File: src/rtl/msb_scan_arb_if.sv
// msb_scan_arb_if: request/grant and result bus of the shared MSB scanner.
// master = requester side, slave = the arbiter/scanner.
interface msb_scan_arb_if #(
    parameter int N   = 32,
    parameter int IDW = 2
);
    localparam int R = 2 ** IDW;

    logic [R-1:0]   req;
    logic [R*N-1:0] operand;
    logic [R-1:0]   gnt;
    logic           busy;
    logic           done;
    logic [IDW-1:0] done_id;
    logic [7:0]     result;

    modport master (output req, operand, input gnt, busy, done, done_id, result);
    modport slave  (input req, operand, output gnt, busy, done, done_id, result);
endinterface

File: src/rtl/msb_scan_arb.sv
// msb_scan_arb: round-robin arbiter in front of one 8-bit leading-one
// detector. A granted N-bit operand is scanned a byte per clock from the top
// byte down; the 1-based MSB position (0 for zero) is reported with done.
// Optional build macro: MSB_SCAN_EARLY_EXIT_EN -- stop scanning at the first
// nonzero byte instead of always walking all N/8 bytes.
module msb_scan_arb #(
    parameter int N   = 32,
    parameter int IDW = 2
) (
    input  logic          clk,
    input  logic          rst_n,
    msb_scan_arb_if.slave bus
);
    localparam int R  = 2 ** IDW;
    localparam int NB = N / 8;
    localparam int IW = (NB > 1) ? $clog2(NB) : 1;

    typedef enum logic [1:0] {S_IDLE, S_SCAN, S_DONE} state_t;

    state_t         r_state, w_state_nxt;
    logic [IDW-1:0] r_last;
    logic [IDW-1:0] r_gid;
    logic [N-1:0]   r_op;
    logic [IW-1:0]  r_idx;
    logic           r_hit;
    logic [7:0]     r_res;
    logic [R-1:0]   r_gnt;
    logic           r_done;
    logic [IDW-1:0] r_done_id;
    logic [7:0]     r_result;

    logic           w_gvld;
    logic [IDW-1:0] w_gid;
    logic [7:0]     w_byte;
    logic [3:0]     w_p;
    logic [7:0]     w_sum;
    logic           w_hit_now;
    logic           w_scan_end;
    logic [7:0]     w_final;

    // Round-robin pick: first requester after last, wrapping modulo R.
    always_comb begin
        w_gvld = 1'b0;
        w_gid  = r_last;
        for (int k = 1; k <= R; k++) begin
            if (!w_gvld && bus.req[IDW'(r_last + IDW'(k))]) begin
                w_gvld = 1'b1;
                w_gid  = IDW'(r_last + IDW'(k));
            end
        end
    end

    // 8-bit leading-one detector on the current byte (0 when byte is zero).
    always_comb begin
        w_byte = r_op[{r_idx, 3'b000} +: 8];
        w_p    = 4'd0;
        for (int i = 0; i < 8; i++) begin
            if (w_byte[i]) w_p = 4'(i + 1);
        end
    end

    assign w_sum     = 8'({r_idx, 3'b000}) + {4'd0, w_p};
    assign w_hit_now = (w_p != 4'd0) && !r_hit;
    assign w_final   = w_hit_now ? w_sum : (r_hit ? r_res : 8'd0);

`ifdef MSB_SCAN_EARLY_EXIT_EN
    assign w_scan_end = (r_idx == '0) || (w_p != 4'd0);
`else
    assign w_scan_end = (r_idx == '0);
`endif

    // State register.
    always_ff @(posedge clk) begin
        if (!rst_n) r_state <= S_IDLE;
        else        r_state <= w_state_nxt;
    end

    // Next-state decode.
    always_comb begin
        w_state_nxt = r_state;
        case (r_state)
            S_IDLE:  if (w_gvld) w_state_nxt = S_SCAN;
            S_SCAN:  if (w_scan_end) w_state_nxt = S_DONE;
            S_DONE:  w_state_nxt = S_IDLE;
            default: w_state_nxt = S_IDLE;
        endcase
    end

    // Datapath: capture on grant, walk bytes, latch first hit, publish result.
    always_ff @(posedge clk) begin
        if (!rst_n) begin
            r_last    <= IDW'(R - 1);
            r_gid     <= '0;
            r_op      <= '0;
            r_idx     <= '0;
            r_hit     <= 1'b0;
            r_res     <= '0;
            r_gnt     <= '0;
            r_done    <= 1'b0;
            r_done_id <= '0;
            r_result  <= '0;
        end else begin
            r_gnt  <= '0;
            r_done <= 1'b0;
            case (r_state)
                S_IDLE: begin
                    if (w_gvld) begin
                        r_gnt  <= R'(1) << w_gid;
                        r_last <= w_gid;
                        r_gid  <= w_gid;
                        r_op   <= bus.operand[w_gid*N +: N];
                        r_idx  <= IW'(NB - 1);
                        r_hit  <= 1'b0;
                        r_res  <= '0;
                    end
                end
                S_SCAN: begin
                    if (w_hit_now) begin
                        r_hit <= 1'b1;
                        r_res <= w_sum;
                    end
                    if (w_scan_end) begin
                        r_done    <= 1'b1;
                        r_done_id <= r_gid;
                        r_result  <= w_final;
                    end else begin
                        r_idx <= r_idx - IW'(1);
                    end
                end
                default: ;
            endcase
        end
    end

    assign bus.gnt     = r_gnt;
    assign bus.busy    = (r_state != S_IDLE);
    assign bus.done    = r_done;
    assign bus.done_id = r_done_id;
    assign bus.result  = r_result;
endmodule

File: src/flat_wrapper.sv
// flat-port wrapper written by rule: the top's interface ports become plain ports
module msb_scan_arb_flat 
#(
    parameter int N   = 32,
    parameter int IDW = 2
)
  (clk, rst_n, bus_req, bus_operand, bus_gnt, bus_busy, bus_done, bus_done_id, bus_result);
  msb_scan_arb_if #(.N(N), .IDW(IDW)) bus_i ();
  input  logic clk;
  input  logic rst_n;
  input wire logic [$bits(bus_i.req)-1:0] bus_req;
  input wire logic [$bits(bus_i.operand)-1:0] bus_operand;
  output wire logic [$bits(bus_i.gnt)-1:0] bus_gnt;
  output wire logic [$bits(bus_i.busy)-1:0] bus_busy;
  output wire logic [$bits(bus_i.done)-1:0] bus_done;
  output wire logic [$bits(bus_i.done_id)-1:0] bus_done_id;
  output wire logic [$bits(bus_i.result)-1:0] bus_result;
  assign bus_i.req = bus_req;
  assign bus_i.operand = bus_operand;
  assign bus_gnt = bus_i.gnt;
  assign bus_busy = bus_i.busy;
  assign bus_done = bus_i.done;
  assign bus_done_id = bus_i.done_id;
  assign bus_result = bus_i.result;
  msb_scan_arb #(.N(N), .IDW(IDW)) u_core (.clk(clk), .rst_n(rst_n), .bus(bus_i));
endmodule
File: config.mk
export PLATFORM = sky130hd
export DESIGN_NAME = msb_scan_arb_flat
export DESIGN_NICKNAME = d
export VERILOG_FILES = /design/src/rtl/msb_scan_arb_if.sv /design/src/rtl/msb_scan_arb.sv /design/src/flat_wrapper.sv
export SDC_FILE = /design/constraint.sdc
export NUM_CORES = 1
export LEC_CHECK = 0
export ABC_AREA = 1
export BUFFER_PORTS_ARGS = -buffer_cell sky130_fd_sc_hd__buf_2
export CORE_MARGIN = 3
export CORE_UTILIZATION = 55
export DETAILED_ROUTE_END_ITERATION = 7
export PLACE_DENSITY_LB_ADDON = 0.3
export SLEW_MARGIN = 30
export SYNTH_ARGS = -nofsm -noshare
export SYNTH_HDL_FRONTEND = slang
export SYNTH_SLANG_ARGS = --single-unit
export TNS_END_PERCENT = 30
File: constraint.sdc
create_clock -name clk -period 2.9 [get_ports clk]
set_input_delay 0.58 -clock clk [delete_from_list [all_inputs] [get_ports clk]]
set_output_delay 0.58 -clock clk [all_outputs]
set_load 0.1 [all_outputs]
==> flow_metrics.env <==
export IMPL_status="completed"
export IMPL_first_global_vias=4797
export IMPL_drive_gt1_share_pct=21.2
export IMPL_cp_end_kind="flop"
export IMPL_synth_seq_cells=60
export IMPL_io_pins=150
export IMPL_r2r_slack_ns=0.32
export IMPL_io_buffers=147
export IMPL_setup_tns_ns=0
export IMPL_grt_max_degree=65
export IMPL_dp_hpwl_um=8620
export IMPL_synth_mux_area_share_pct=0
export IMPL_dp_cells=955
export IMPL_numCtsBuffers=9
export IMPL_critPathMaxFanout=64
export IMPL_viasPerCell=5.22
export IMPL_synthDistinctLibCells=29
export IMPL_drc_errors=0
export IMPL_routed_wl_um=11700
export IMPL_rows=31
export IMPL_cts_resized_gates=0
export IMPL_synthToLayoutAreaGrowth_pct=18.6
export IMPL_arrival_ns=2.84
export IMPL_path_clk_slew_ns=0.07
export IMPL_min_delay_start="u_core.r_gid[0]"
export IMPL_cp_start_kind="flop"
export IMPL_synth_compound_area_share_pct=6.77
export IMPL_post_route_min_period_ns=2.58
export IMPL_synthAdderAreaFrac_pct=0.856
export IMPL_fmax_mhz=387
export IMPL_synth_top_family_by_area="simple AND/OR/NAND/NOR gates"
export IMPL_min_path_type="reg -> reg"
export IMPL_slowest_delay_ns=0.60
export IMPL_synthXorXnorAreaFrac_pct=0.599
export IMPL_timing_rr_end="u_core.r_op[16]"
export IMPL_nNetsFinal=1004
export IMPL_fp_coreArea_um2=7490
export IMPL_dieHeight_um=95.3
export IMPL_ant_nets=0
export IMPL_skew_ns=0.00683
export IMPL_gp_congestion=0.855
export IMPL_track_usage_pct=27.4
export IMPL_crit_required_ns=3.15
export IMPL_tightestPinTransition_ns=0.606
export IMPL_synthSimpleGateAreaFrac_pct=48.0
export IMPL_synth_warnings=0
export IMPL_worstSetupPathType="reg -> reg"
export IMPL_clock_sinks=60
export IMPL_period_share_pct=89.1
export IMPL_maxSlewHeadroom_pct=59.6
export IMPL_rsz0062_at_grt="false"
export IMPL_worstPathCellList="inv_1 > o21ai_1 > nand2_1 > nand2_2 > inv_2 > nand3_2 > inv_2 > nand2_2 > buf_4 > nand3b_1 > nand3_1 > nand3_1 > nand2_1 > inv_1"
export IMPL_min_to="u_core.r_gid[0]"
export IMPL_clockBufferDepth=2
export IMPL_clockRootBuffer="clkbuf_8"
export IMPL_clock_latency_ns=0.35
export IMPL_grt_pass1_wl_um=20200
export IMPL_synthCells=750
export IMPL_cp_top_family="simple AND/OR/NAND/NOR gates"
export IMPL_dr_pass1_iters=4
export IMPL_die_w_um=95.3
export IMPL_slowest_stage="dfxtp_1"
export IMPL_cts_tree="built"
export IMPL_syn_cell_area_um2=4380
export IMPL_ys_seq_area_share_pct=27.4
export IMPL_maxCapViolCount=0
export IMPL_dieArea_um2=9080
export IMPL_hold_violations=0
export IMPL_globalRoute_totalOverflow=0
export IMPL_min_path_cells=2
export IMPL_cts_setup_buffers=0
export IMPL_slew_violations=0
export IMPL_finalNonFillerCells=971
export IMPL_antennaDiodeCount=0
export IMPL_wl_per_cell_um=12.1
export IMPL_critPathBufInv=5
export IMPL_ff2ff_path_depth=14
export IMPL_cts_htree_levels=3
export IMPL_drt_iter0_markers=368
export IMPL_via_count=5068
export IMPL_antenna_found_initial=0
export IMPL_regToRegStartpoint="u_core.r_last[0]"
export IMPL_finalSetupViolCount=0
export IMPL_hold_buffers=0
export IMPL_avgSynthCellArea_um2=5.84
export IMPL_start_util_pct=58.5
## cell type report
| class | instances | area, um2 |
|---|---|---|
| multi-input combinational | 542 | 2470 |
| fill | 664 | 2290 |
| sequential | 60 | 1200 |
| timing repair buffer | 156 | 828 |
| inverter | 98 | 368 |
| clock buffer | 12 | 155 |
| tap | 99 | 124 |
| clock inverter | 4 | 47.5 |
## worst min-delay path, cell delays in order, from the launching register on
cell     delay [ns]
dfxtp_1        0.31
nand2_1        0.06
a21oi_1        0.05
## per-stage QoR
step / area, um2 / hold WS, ns / utilization, % / setup WS (ns)
finish: 5200 / 0.470 / 69.4 / 0.317
global placement: 4990 / 0.457 / 66.7 / 0.483
detailed placement: 4990 / 0.457 / 66.7 / 0.354
CTS: 5200 / 0.470 / 69.4 / 0.336
global route: 5200 / 0.492 / 69.4 / 0.0414
floorplan: 4390 / 0.446 / - / 1.00
## cells in the final DEF, fill, tap and decap left out, types with 5 or more instances in the layout
cell type and n:
nand3b_1 32, nand3_1 127, buf_2 147, a21oi_1 32
clkbuf_8 11, nand2_1 236, inv_1 90, o21ai_0 17
nor2_1 71, buf_4 7, dfxtp_1 60, nand2_2 5
inv_2 6
## cell usage after synthesis, drive strengths merged
cell type,n,area [um2]
nand2,241,915
conb,1,3.75
clkbuf,10,37.5
inv,96,360
a21oi,32,160
clkinv,2,7.51
nor4,1,12.5
nand3,128,646
xnor2,1,8.76
nand4,3,18.8
nor2,71,267
buf,41,309
o211ai,1,7.51
ha,3,37.5
a21boi,1,7.51
a22oi,1,7.51
nor3,1,5.00
o21ai,22,114
nand3b,32,240
xor2,2,17.5
dfxtp,60,1200
## cells by family (layout without fill, tap and decap cells)
group,Yosys count,after routing
simple gates,477,477
buf+inv,149,270
flops,60,60
compound gates,57,57
fa+ha+maj,3,3
xor+xnor,3,3
other cells,1,2
## state kept, by name (all words and copies together), names as in the netlist
| name | count |
|---|---|
| u_core.r_last | 2 |
| u_core.bus.done | 1 |
| u_core.r_hit | 1 |
| u_core.bus.result | 6 |
| u_core.r_idx | 2 |
| u_core.bus.done_id | 2 |
| u_core.r_res | 6 |
| u_core.r_gid | 2 |
| u_core.bus.gnt | 4 |
| u_core.r_state | 2 |
| u_core.r_op | 32 |
## metal layers
layer	wire length, um	global-route usage [%]
met5	0	0
met4	324	10.2
met3	709	6.55
met2	5870	47.8
met1	4800	32.4
## worst max-delay path by stage
stage	from	end	slack, ns	cells after the start
after floorplan	bus_req[3]	u_core.r_op[24]	1.00	16
final	u_core.r_last[0]	u_core.r_op[16]	0.32	14
after global placement	u_core.r_last[0]	u_core.r_op[2]	0.48	12
after CTS	u_core.r_last[0]	u_core.r_op[16]	0.34	14
after global routing	u_core.r_last[0]	u_core.r_op[16]	0.04	15
after detailed placement	u_core.r_last[0]	u_core.r_op[16]	0.35	14
Power is not shown: default switching activity piles up to over one toggle a cycle in this logic, so the estimate is an artifact.
